## src/rtl/store_write_buffer_if.sv

```systemverilog
// Store/load request bus plus the data-memory port of the store write buffer.
interface store_write_buffer_if #(
    parameter int unsigned ADDR_W = 32
);
    logic              st_valid;
    logic              st_ready;
    logic [ADDR_W-1:0] st_addr;
    logic [31:0]       st_data;
    logic [3:0]        st_be;
    logic              ld_valid;
    logic [ADDR_W-1:0] ld_addr;
    logic [31:0]       ld_data;
    logic              empty;
    logic              mem_we;
    logic [31:0]       mem_address;
    logic [31:0]       mem_write_data;
    logic [31:0]       mem_read_data;

    modport master (
        output st_valid, st_addr, st_data, st_be, ld_valid, ld_addr, mem_read_data,
        input  st_ready, ld_data, empty, mem_we, mem_address, mem_write_data
    );

    modport slave (
        input  st_valid, st_addr, st_data, st_be, ld_valid, ld_addr, mem_read_data,
        output st_ready, ld_data, empty, mem_we, mem_address, mem_write_data
    );
endinterface

```

## src/rtl/store_write_buffer.sv

```systemverilog
// Store write buffer: queues byte-masked stores, coalesces back-to-back
// stores to the same word, drains one entry per idle memory cycle with a
// read-merge-write, and forwards pending bytes to loads.
module store_write_buffer #(
    parameter int unsigned DEPTH  = 4,
    parameter int unsigned ADDR_W = 32
) (
    input  logic                 clk,
    input  logic                 reset,
    store_write_buffer_if.slave  bus
);
    localparam int unsigned PTR_W = (DEPTH > 1) ? $clog2(DEPTH) : 1;
    localparam int unsigned CNT_W = PTR_W + 1;
    localparam int unsigned WA_W  = ADDR_W - 2;

    logic [WA_W-1:0]  ent_addr [DEPTH];
    logic [31:0]      ent_data [DEPTH];
    logic [3:0]       ent_mask [DEPTH];

    logic [PTR_W-1:0] head;
    logic [PTR_W-1:0] tail;
    logic [PTR_W-1:0] yng;
    logic [CNT_W-1:0] count;

    logic [WA_W-1:0]  st_word;
    logic [WA_W-1:0]  ld_word;
    logic             full;
    logic             accept;
    logic             drain;
    logic             coalesce;
    logic             alloc;
    logic [PTR_W-1:0] fwd_idx;
    logic [3:0]       unused_lsbs;

    assign st_word     = bus.st_addr[ADDR_W-1:2];
    assign ld_word     = bus.ld_addr[ADDR_W-1:2];
    assign unused_lsbs = {bus.st_addr[1:0], bus.ld_addr[1:0]};
    assign yng         = tail - PTR_W'(1);
    assign full        = (count == CNT_W'(DEPTH));

    assign bus.st_ready = !reset && !full;
    assign bus.empty    = reset || (count == '0);

    // A zero byte-enable store is accepted by the handshake but changes nothing.
    assign accept = bus.st_valid && !reset && !full && (bus.st_be != '0);
    assign drain  = !reset && !bus.ld_valid && (count != '0);

    // The youngest entry is the one draining only when it is the sole entry.
    assign coalesce = accept && (count != '0) && (ent_addr[yng] == st_word)
                      && !(drain && (count == CNT_W'(1)));
    assign alloc    = accept && !coalesce;

    // Memory port: loads own the port, otherwise drain head with merged bytes.
    always_comb begin
        bus.mem_we         = drain;
        bus.mem_address    = bus.ld_valid ? 32'({ld_word, 2'b00})
                                          : 32'({ent_addr[head], 2'b00});
        bus.mem_write_data = bus.mem_read_data;
        for (int unsigned l = 0; l < 4; l++) begin
            if (ent_mask[head][l])
                bus.mem_write_data[8*l +: 8] = ent_data[head][8*l +: 8];
        end
    end

    // Load forwarding: walk oldest to youngest so the youngest matching byte wins.
    always_comb begin
        bus.ld_data = bus.mem_read_data;
        fwd_idx     = head;
        for (int unsigned i = 0; i < DEPTH; i++) begin
            fwd_idx = head + PTR_W'(i);
            if ((CNT_W'(i) < count) && (ent_addr[fwd_idx] == ld_word)) begin
                for (int unsigned l = 0; l < 4; l++) begin
                    if (ent_mask[fwd_idx][l])
                        bus.ld_data[8*l +: 8] = ent_data[fwd_idx][8*l +: 8];
                end
            end
        end
    end

    // FIFO state: allocate or coalesce at the tail, retire at the head.
    always_ff @(posedge clk) begin
        if (reset) begin
            head  <= '0;
            tail  <= '0;
            count <= '0;
            for (int unsigned i = 0; i < DEPTH; i++)
                ent_mask[i] <= '0;
        end else begin
            if (drain)
                head <= head + PTR_W'(1);
            if (alloc) begin
                ent_addr[tail] <= st_word;
                ent_data[tail] <= bus.st_data;
                ent_mask[tail] <= bus.st_be;
                tail           <= tail + PTR_W'(1);
            end
            if (coalesce) begin
                for (int unsigned l = 0; l < 4; l++) begin
                    if (bus.st_be[l])
                        ent_data[yng][8*l +: 8] <= bus.st_data[8*l +: 8];
                end
                ent_mask[yng] <= ent_mask[yng] | bus.st_be;
            end
            count <= count + CNT_W'(alloc) - CNT_W'(drain);
        end
    end
endmodule
```

## src/flat_wrapper.sv

```systemverilog
// flat-port wrapper written by rule: the top's interface ports become plain ports
module store_write_buffer_flat 
#(
    parameter int unsigned DEPTH  = 4,
    parameter int unsigned ADDR_W = 32
)
  (clk, reset, bus_st_valid, bus_st_addr, bus_st_data, bus_st_be, bus_ld_valid, bus_ld_addr, bus_mem_read_data, bus_st_ready, bus_ld_data, bus_empty, bus_mem_we, bus_mem_address, bus_mem_write_data);
  store_write_buffer_if #(.ADDR_W(ADDR_W)) bus_i ();
  input  logic clk;
  input  logic reset;
  input wire logic [$bits(bus_i.st_valid)-1:0] bus_st_valid;
  input wire logic [$bits(bus_i.st_addr)-1:0] bus_st_addr;
  input wire logic [$bits(bus_i.st_data)-1:0] bus_st_data;
  input wire logic [$bits(bus_i.st_be)-1:0] bus_st_be;
  input wire logic [$bits(bus_i.ld_valid)-1:0] bus_ld_valid;
  input wire logic [$bits(bus_i.ld_addr)-1:0] bus_ld_addr;
  input wire logic [$bits(bus_i.mem_read_data)-1:0] bus_mem_read_data;
  output wire logic [$bits(bus_i.st_ready)-1:0] bus_st_ready;
  output wire logic [$bits(bus_i.ld_data)-1:0] bus_ld_data;
  output wire logic [$bits(bus_i.empty)-1:0] bus_empty;
  output wire logic [$bits(bus_i.mem_we)-1:0] bus_mem_we;
  output wire logic [$bits(bus_i.mem_address)-1:0] bus_mem_address;
  output wire logic [$bits(bus_i.mem_write_data)-1:0] bus_mem_write_data;
  assign bus_i.st_valid = bus_st_valid;
  assign bus_i.st_addr = bus_st_addr;
  assign bus_i.st_data = bus_st_data;
  assign bus_i.st_be = bus_st_be;
  assign bus_i.ld_valid = bus_ld_valid;
  assign bus_i.ld_addr = bus_ld_addr;
  assign bus_i.mem_read_data = bus_mem_read_data;
  assign bus_st_ready = bus_i.st_ready;
  assign bus_ld_data = bus_i.ld_data;
  assign bus_empty = bus_i.empty;
  assign bus_mem_we = bus_i.mem_we;
  assign bus_mem_address = bus_i.mem_address;
  assign bus_mem_write_data = bus_i.mem_write_data;
  store_write_buffer #(.DEPTH(DEPTH), .ADDR_W(ADDR_W)) u_core (.clk(clk), .reset(reset), .bus(bus_i));
endmodule
```

## config.mk

```make
export PLATFORM = sky130hd
export DESIGN_NAME = store_write_buffer_flat
export DESIGN_NICKNAME = d
export VERILOG_FILES = /design/src/rtl/store_write_buffer_if.sv /design/src/rtl/store_write_buffer.sv /design/src/flat_wrapper.sv
export SDC_FILE = /design/constraint.sdc
export NUM_CORES = 1
export LEC_CHECK = 0
export CORE_MARGIN = 2
export CORE_UTILIZATION = 57
export DETAILED_ROUTE_END_ITERATION = 7
export PLACE_DENSITY_LB_ADDON = 0.15
export SLEW_MARGIN = 15
export SYNTH_ARGS = -nofsm -noshare
export SYNTH_HDL_FRONTEND = slang
export SYNTH_SLANG_ARGS = --single-unit
```

## constraint.sdc

```tcl
create_clock -name clk -period 6.3 [get_ports clk]
set_input_delay 0.945 -clock clk [delete_from_list [all_inputs] [get_ports clk]]
set_output_delay 0.945 -clock clk [all_outputs]
set_load 0.01 [all_outputs]
```

After elaboration in Yosys (flattened, before gate mapping)
Memory sizes are Yosys's and may differ from the RTL's. A register that Yosys moved wholly into a read port is not among the register bits.
Cells that the tools add are included.

storage, ports and cells
  memories kept = 3
  memory bits (writable) = 264
  output and inout port bits = 99
  word-level logic and storage cells = 112
  input port bits = 136
  bits in registers = 7

memories
  name             depth  bits a word  rd ports  clocked after Yosys merged registers in  write ports  line                      text
  u_core.ent_data  4      32           4         1                                        1            store_write_buffer.sv:17  logic [31:0] ent_data [DEPTH];
  u_core.ent_addr  4      30           5         1                                        1            store_write_buffer.sv:16  logic [WA_W-1:0] ent_addr [DEPTH];
  u_core.ent_mask  4      4            5         1                                        4            store_write_buffer.sv:18  logic [3:0] ent_mask [DEPTH];

cells by class
  reductions and logical operators = 27
  muxes and demuxes = 60
  order comparisons = 4
  equality and inequality tests = 7
  add/sub/neg operators = 7
  bitwise operators = 1

operators with widths
  kind                                                                         number
  32-bit two-way mux                                                           6
  30-bit == test                                                               5
  8-bit two-way mux                                                            16
  32-bit OR reduction                                                          1
  1-bit two-way mux                                                            26
  2-bit two-way mux                                                            9
  1-bit logical AND                                                            15
  4-bit two-way mux                                                            3
  4-bit OR reduction                                                           2
  1-bit by 3-bit less-than comparator with 1-bit output, first input constant  2
  2-bit by 3-bit less-than comparator with 1-bit output, first input constant  2
  1-bit logical NOT                                                            5
  2-bit by 1-bit adder with 2-bit output, second input constant                2
  2-bit adder, second input constant                                           2
  4-bit OR                                                                     1
  4-bit nonzero test                                                           1
  3-bit by 1-bit adder with 3-bit output                                       1
  3-bit by 1-bit == test with 1-bit output, second input constant              1
  3-bit == test, second input constant                                         1
  3-bit logical NOT                                                            1
  3-bit nonzero test                                                           1
  3-bit by 1-bit subtractor with 3-bit output                                  1
  2-bit by 1-bit subtractor with 2-bit output, second input constant           1
  1-bit logical OR                                                             1

Depth between registers and ports, before layout
Gate-level depths: netlist of run 1.

  depth after elaboration = 15
  mapped depth = 17
  depth with buffers taken out = 12

Worst setup path after synthesis of run 1
No wires, ideal clock.

  path kind = register -> register
  start point = reg u_core.tail[0]
  end point = mem u_core.ent_data[3][0], enable pin
  data arrival time = 4.267 ns
  library setup time = 0.373 ns
  period minus slack after synthesis = 4.640 ns
  slack = 1.660 ns
  buffers on the path = 5
  cell stages (with the launch flop) = 15
  required time = 5.927 ns
  path through = dfxtp_1 clkbuf_1 buf_2 clkbuf_1 inv_1 ha_1 buf_1 mux4_2 xnor2_1 nand4_1 nor4_1 nand4_1 clkbuf_1 o31ai_1 nor2b_1

on the way
  longest elaborated chain between the ends = 11
  elaborated cells between the ends (all ways) = 25
  those cells by class = add/sub: 1; eq/ne: 1; mux: 17; reduce/logical: 5; memory: 1

ends and longest elaborated chain
  what                                                        line                      text
  start: declaration                                          store_write_buffer.sv:21  logic [PTR_W-1:0] tail;
  start signal: assignment                                    store_write_buffer.sv:95  tail <= tail + PTR_W'(1);
  2-bit by 1-bit subtractor with 2-bit output (*)             store_write_buffer.sv:38  assign yng = tail - PTR_W'(1);
  net u_core.yng[0]                                           store_write_buffer.sv:22  logic [PTR_W-1:0] yng;
  branches (longest 10 deep; another with memory 4 x 30 bit)  -
  end: declaration                                            store_write_buffer.sv:17

Mark *: on every way through the listed nets, which the timed path passes.

Worst setup path after layout of run 1
  start point = reg u_core.head[1]
  end point = out bus_ld_data[28]

on the way
  longest elaborated chain between the ends = 9
  elaborated cells between the ends (all ways) = 18
  those cells by class = add/sub: 3; eq/ne: 3; mux: 6; reduce/logical: 3; memory: 3

ends and longest elaborated chain
  what                                    line                      text
  start: declaration                      store_write_buffer.sv:20  logic [PTR_W-1:0] head;
  start signal: assignment                store_write_buffer.sv:90  head <= head + PTR_W'(1);
  2-bit by 1-bit adder with 2-bit output  store_write_buffer.sv:70  fwd_idx = head + PTR_W'(i);
  memory 4 x 30 bit                       -
  30-bit == test                          store_write_buffer.sv:71  if ((CNT_W'(i) < count) && (ent_addr[fwd_idx] == ld_word)) begin
  1-bit logical AND                       store_write_buffer.sv:71
  32-bit two-way mux                      store_write_buffer.sv:71
  8-bit two-way mux                       store_write_buffer.sv:73  if (ent_mask[fwd_idx][l])
  32-bit two-way mux                      store_write_buffer.sv:71
  8-bit two-way mux                       store_write_buffer.sv:73
  32-bit two-way mux (*)                  store_write_buffer.sv:71
  end: declaration                        flat_wrapper.sv:19        output wire logic [$bits(bus_i.ld_data)-1:0] bus_ld_data;

Every way passes the cells marked *; elsewhere a longest branch is shown, timed or not.

==> out/qor.csv, run 1 <==
stage,metric,value,unit
power_and_ir_drop,p_per_area,250,nW/um^2
detailed_routing,wire_per_inst,26.5,um
clocking,cts_tree,done,
logic_synthesis,ys_seq_elements,273,
logic_synthesis,async_flop_share,0,%
critical_path,crit_type,register to output port,
sta,finalHoldViolations,0,
finish,areaGrowthSynthToFinish,18.4,%
sta,grt_setup_unrepaired,false,
placed_design,portBuffers,228,
detailed_routing,dr.pass1.iters,8,
global_routing,grt_pass1_wl,88400,um
logic_synthesis,yosys.area.top_type_share,40.1,%
clocking,clockRootBuffer,clkbuf_16,
clocking,numCtsBuffers,29,
detailed_routing,dr.first_iter.drc_count,1646,
critical_path,setup.worst_path.start_class,register,
placed_design,place_congestion,0.978,
finish,multi_input_area,10900,um^2
critical_path,worstPathMaxFanout,45,
die,die_area,36200,um^2
clocking,ctsResizeCount,0,
global_routing,grt_pass1_vias,14800,
die,ios,235,
sta,tightest_slew,0.980,ns
clocking,cts.clk_slew.worst_paths,0.06,ns
die,fp-row-count,68,
sta,drv_slew,0,
sta,setup_slack,0.325,ns
placed_design,hpwl,40200,um
detailed_routing,routed_wl,58500,um
global_routing,grt-ovfl-total,0,
logic_synthesis,synthCells,1558,
die,die_w,190,um
sta,fin_worst_skew,0.0151,ns
sta,hold_ws,0.757,ns
power_and_ir_drop,p_total,5.84,mW
critical_path,critPathCaptureType,output port,
sta,max_slew_margin,34.7,%
placed_design,dpl_cell_area,22500,um^2
global_routing,grt_max_degree,98,
detailed_routing,avgViaCountPerCell,6.89,
sta,period_share,94.8,%
sta,fin_tns_setup,0,ns
sta,min_period,5.97,ns
power_and_ir_drop,vdd_ir_drop_max,0.205,mV
global_routing,antenna_found_initial,3,
placed_design,pre_cts_ws,0.681,ns
finish,fill_cells,2571,
critical_path,required,5.35,ns
global_routing,track_usage,32.2,%
sta,setup_viol,0,
finish,drive_above_1_share,22.0,%
detailed_routing,ant_nets,0,
sta,fmax,167,MHz
hold_path,hold_class,register to register,
detailed_routing,drc,0,
logic_synthesis,syn-cell-area,19800,um^2
clocking,cts_sinks,273,
finish,final_area,23400,um^2
die,core_area,34400,um^2
clocking,clk_latency,0.58,ns
clocking,cts_setup_buffers,0,
logic_synthesis,synth_edf_count,264,
logic_synthesis,synthFlopType,edfxtp_1,
die,die_h,190,um
power_and_ir_drop,leakagePower,7.26,nW
clocking,clk_path_buf_depth,3,
clocking,cts_max_level,1,
logic_synthesis,synth-seq-area-share,41.0,%
logic_synthesis,synth_cell_types,62,
clocking,ctsHoldBuffers,0,
detailed_routing,vias,15200,
logic_synthesis,yosys_warnings,0,
run,drv_cap,0,
logic_synthesis,yosysTopAreaCell,edfxtp_1,
finish,nNetsFinal,1874,
logic_synthesis,ys_top_cells_by_area,"edfxtp_1, mux4_2, mux2_2",
die,initial_core_util,57.5,%
finish,seq_area,8120,um^2
logic_synthesis,avgSynthCellArea,12.7,um^2
critical_path,cp.arrival,5.03,ns
run_status,status,completed,
-- critical path: stages (launching register included) --
cell             delay (ns)
dfxtp_4                0.79
mux4_2                 0.61
xnor2_1                0.51
o2111a_1               0.42
and3_1                 0.61
buf_4                  0.33
nand4_1                0.10
o311a_1                0.17
o22ai_1                0.26
clkdlybuf4s50_1        0.60
-- cells in the final DEF (no fill, tap or decap), drive strengths merged, types with 6 or more instances in the layout --
cell,instances
and4,6
nor2b,23
edfxtp,264
xnor2,111
nand2,27
nor4,19
nand3,15
clkdlybuf4s50,228
mux2,103
clkbuf,36
dfxtp,9
nor2,112
o22ai,31
a21oi,105
buf,57
nand2b,11
a31oi,8
and2,14
xor2,38
clkinv,10
and3,9
nor3,14
mux4,174
nand4,43
o21ai,54
inv,18
o311a,27
ha,8
mux2i,115
o2111ai,6
-- routing by layer --
metal / wire, um / GRT usage [%]
met1: 24600 / 48.3
met3: 5280 / 4.26
met5: 13 / 0
met4: 1070 / 6.59
met2: 27500 / 51.0
-- registers in the layout (all words and copies together) (netlist names), named ones only --
signal / count
u_core.ent_mask: 16
u_core.count: 3
u_core.ent_data: 128
u_core.head: 2
u_core.ent_addr: 120
u_core.tail: 2
-- kinds of logic (layout without fill, tap and decap cells) --
logic type                 count (synthesis)  in the layout  share of synthesized area, %
muxes                                    392            392                          31.5
and+or+nand+nor                          302            302                          7.80
DFF                                      273            273                          41.0
AOI/OAI and AO/OA                        269            269                          8.66
buffers and inverters                    163            353                          3.74
xor gates and xnor gates                 149            149                          6.61
adders and majority gates                  9              9                         0.608
other                                      1              3                        0.0190
-- synthesized netlist by cell type, types with 3 or more instances --
cell type	instances
or2_2	3
buf_4	13
buf_2	39
o311a_1	27
nand2b_1	11
nand4_1	43
o2111ai_1	6
buf_6	4
xor2_1	38
a31oi_1	8
nand2_1	27
ha_1	8
inv_1	16
mux2i_1	115
o21ai_0	50
and3_1	9
and4_1	6
a311oi_1	4
clkbuf_1	75
and2_1	14
a21oi_1	105
or4_1	3
mux2_2	103
nor2_1	112
nor2b_1	23
dfxtp_1	9
a22oi_1	4
edfxtp_1	264
nor3_1	14
mux4_2	174
o22ai_1	31
o21ai_1	4
nand3_1	15
nor4_1	17
xnor2_1	111
a2111oi_0	3
buf_1	15
-- final timing paths --
kind,from,to,slack (ns),cells past startpoint
setup / recovery,u_core.head[1]$_SDFFE_PP0P_,bus_ld_data[28],0.33,9
hold / removal,u_core.count[1]$_SDFF_PP0_,u_core.count[1]$_SDFF_PP0_,0.76,3
setup reg to reg,u_core.tail[1]$_SDFFE_PP0N_,u_core.ent_data[2][5]$_DFFE_PP_,0.99,11
hold reg to reg,u_core.count[1]$_SDFF_PP0_,u_core.count[1]$_SDFF_PP0_,0.76,3
-- per-stage QoR --
step                util [%]  cells
global route            68.0   2204
global placement        65.4   2153
detailed placement      65.4   2153
floorplan                  -   1559
CTS                     68.0   2204
finish                  68.0   2205
-- where the power goes --
part	total (mW)	internal, mW	switching (mW)
registers	2.19	2.08	0.109
logic	1.98	0.999	0.984
clock network	1.67	0.965	0.701
total	5.84	4.05	1.79
-- area by class of cell --
class | count | area share, %
antenna | 1 | 0.0107
clock buffer | 36 | 3.21
clock inverter | 15 | 0.695
inverter | 17 | 0.273
multi-input combinational | 1123 | 46.8
sequential | 273 | 34.7
tap | 455 | 2.43
timing repair buffer | 285 | 11.9
Note: power is estimated with default switching activity, not from simulation.
==> inputs of run 2 (changes only) <==
clock period = 7.75 ns   (was 6.3 ns; I/O delays follow)
==> run 2 against run 1 <==
Against the previous run:
- worst hold slack improved by 0.0083 ns
- highest routed layer unchanged
- sequential cell count did not move
- die area did not move
- routed wire length barely moved
- largest cell class unchanged
- power shrank 19%
- clock-buffer cell count unchanged
- worst setup slack improved by 0.73 ns
- first-iteration DRC count grew 18%
- register-to-register slack better by 0.74 ns
- clock power fell by 18%
==> out/qor.csv, run 2 (synthesis results as in run 1) <==
stage,metric,value,unit,change
sta,tightest_slew,1.14,ns,+0.164 ns
critical_path,cp.arrival,5.53,ns,+0.50 ns
clocking,cts.clk_slew.worst_paths,0.06,ns,about the same
clocking,cts_tree,done,,
run_status,status,completed,,
die,core_area,34400,um^2,unchanged
run,drv_cap,0,,unchanged
detailed_routing,routed_wl,58500,um,about the same
die,die_h,190,um,unchanged
critical_path,crit_type,register to output port,,
global_routing,grt-ovfl-total,0,,unchanged
finish,largest_reg_flops,128,,unchanged
global_routing,antenna_found_initial,3,,unchanged
clocking,clk_latency,0.58,ns,about the same
finish,drive_above_1_share,21.5,%,-0.53 points
sta,setup_viol,0,,unchanged
clocking,ctsResizeCount,0,,unchanged
die,initial_core_util,57.5,%,unchanged
hold_path,hold_class,register to register,,
placed_design,dp_cells,2135,,-0.84%
sta,fin_tns_setup,0,ns,unchanged
sta,period_share,86.3,%,
power_and_ir_drop,p_clk_share,28.8,%,+0.3 points
global_routing,grt_max_degree,115,,+17%
power_and_ir_drop,p_comb_share,33.3,%,-0.6 points
sta,fmax,149,MHz,
die,ios,235,,unchanged
sta,fin_worst_skew,0.00722,ns,-0.00789 ns
power_and_ir_drop,internal_power,3.27,mW,-19%
critical_path,worstPathMaxFanout,40,,-11%
power_and_ir_drop,switching_share,31.1,%,+0.35 points
finish,top_regs,"u_core.ent_data: 128 flops, u_core.ent_addr: 120 flops, u_core.ent_mask: 16 flops",,
power_and_ir_drop,p_per_area,204,nW/um^2,-18%
critical_path,path_delay_family,buffers and inverters,,
finish,final_area,23200,um^2,-0.69%
finish,top_register,u_core.ent_data,,
placed_design,dpl_cell_area,22300,um^2,-0.82%
placed_design,hpwl,40100,um,-0.20%
power_and_ir_drop,p_total,4.74,mW,-19%
critical_path,slowest_stage,dfxtp_4,,
finish,layout_common_cells,"edfxtp_1, clkdlybuf4s50_1, mux4_2",,
finish,nNetsFinal,1857,,-0.91%
die,die_area,36200,um^2,unchanged
sta,max_slew_margin,23.8,%,-11 points
power_and_ir_drop,leakagePower,7.16,nW,-1.4%
sta,finalHoldViolations,0,,unchanged
global_routing,track_usage,32.3,%,+0.040 points
critical_path,crit_buf_inv,4,,+2
finish,fin_util,67.6,%,-0.47 points
sta,grt_setup_unrepaired,false,,
critical_path,path_common_cell,buf_4,,
placed_design,place_congestion,0.939,,-4.0%
critical_path,required,6.59,ns,+1.24 ns
clocking,cts_max_level,1,,unchanged
detailed_routing,ant_nets,0,,unchanged
detailed_routing,vias,15200,,+0.020%
clocking,numCtsBuffers,30,,+3.4%
clocking,cts_setup_buffers,0,,unchanged
critical_path,worstPathCellList,"buf_12, buf_4, mux2i_1, nor2_1, a2111oi_0, a31oi_1, nor4_2, buf_4, and3_1, o311ai_0, o2bb2ai_1, clkdlybuf4s50_1",,
global_routing,grt_pass1_wl,88200,um,-0.26%
finish,final_common_cell,edfxtp_1,,
detailed_routing,wire_per_inst,26.7,um,+0.64%
clocking,clk_path_buf_depth,3,,unchanged
critical_path,setup.worst_path.start_class,register,,
detailed_routing,dr.first_iter.drc_count,1935,,+18%
clocking,ctsHoldBuffers,0,,unchanged
finish,areaGrowthSynthToFinish,17.6,%,
clocking,cts_sinks,273,,unchanged
critical_path,max_stage_delay,0.73,ns,-0.06 ns
die,fp-row-count,68,,unchanged
critical_path,critPathCaptureType,output port,,
detailed_routing,drc,0,,unchanged
die,die_w,190,um,unchanged
power_and_ir_drop,vdd_ir_drop_max,0.219,mV,+6.6%
detailed_routing,avgViaCountPerCell,6.93,,+0.57%
sta,drv_slew,0,,unchanged
sta,min_period,6.69,ns,
placed_design,portBuffers,228,,unchanged
power_and_ir_drop,power.switching,1.47,mW,-18%
finish,fin_cells,2193,,-0.54%
detailed_routing,dr.pass1.iters,7,,-1
global_routing,grt_pass1_vias,14700,,-0.72%
clocking,clockRootBuffer,clkbuf_16,,
power_and_ir_drop,p_seq_share,37.9,%,+0.4 points
-- run 2: cell types whose count changed in the layout (fill, tap and decap cells not counted), moves of 3 or more --
cell,previous run,this run
buf_4,52,38
buf_12,5,1
clkinv_2,2,6
clkinvlp_4,1,4
-- run 2: worst paths after layout --
| check | startpoint | endpoint | slack (ns) | cells after the start |
|---|---|---|---|---|
| worst min register to register | u_core.count[1]$_SDFF_PP0_ | u_core.count[2]$_SDFF_PP0_ | 0.77 | 4 |
| worst min-delay path | u_core.count[1]$_SDFF_PP0_ | u_core.count[2]$_SDFF_PP0_ | 0.77 | 4 |
| worst max register to register | u_core.tail[1]$_SDFFE_PP0N_ | u_core.ent_data[0][9]$_DFFE_PP_ | 1.73 | 11 |
| worst max-delay path | u_core.head[0]$_SDFFE_PP0P_ | bus_ld_data[6] | 1.06 | 12 |
-- run 2: routing by layer --
layer  vias to the layer above  part of all wire (%)  GRT usage, %
met4                         2                   2.3          7.81
li1                       6515                     -             -
met3                        95                    11          5.72
met1                      7721                    41          47.9
met5                         -                 0.022             0
met2                       868                    46          49.9
-- run 2: power by group through the flow --
stage          registers, mW  clock network, mW  logic, mW
2_1_floorplan           1.76                  0       1.11
3_3_place_gp            1.82                  0       1.54
3_5_place_dp            1.82                  0       1.55
4_1_cts                 1.79               1.38       1.56
5_1_grt                 1.81               1.44       1.68
6_report                1.80               1.37       1.58
-- run 2: cell type report --
class                      count  area (um^2)
multi-input combinational   1123        10900
antenna                        2         5.00
timing repair buffer         267         2590
clock inverter                20          163
inverter                      17         63.8
sequential                   273         8120
tap                          455          569
clock buffer                  36          773
fill                        2508        11100
-- run 2: stage by stage --
step / setup WS [ns] / hold WS [ns]
global placement: 1.57 / 0.729
global route: 0.895 / 0.856
floorplan: 3.11 / 0.663
finish: 1.06 / 0.765
detailed placement: 1.61 / 0.752
CTS: 1.21 / 0.783
-- run 2: worst register-to-register path, delay by kind of cell, from the launching register on --
family / cells / cell delay, ns
compound gates: 1 / 0.32
flops: 1 / 0.44
mux: 1 / 0.35
buf+inv: 2 / 0.55
fa+ha+maj: 1 / 0.92
xor+xnor: 1 / 0.30
simple gates: 5 / 2.77
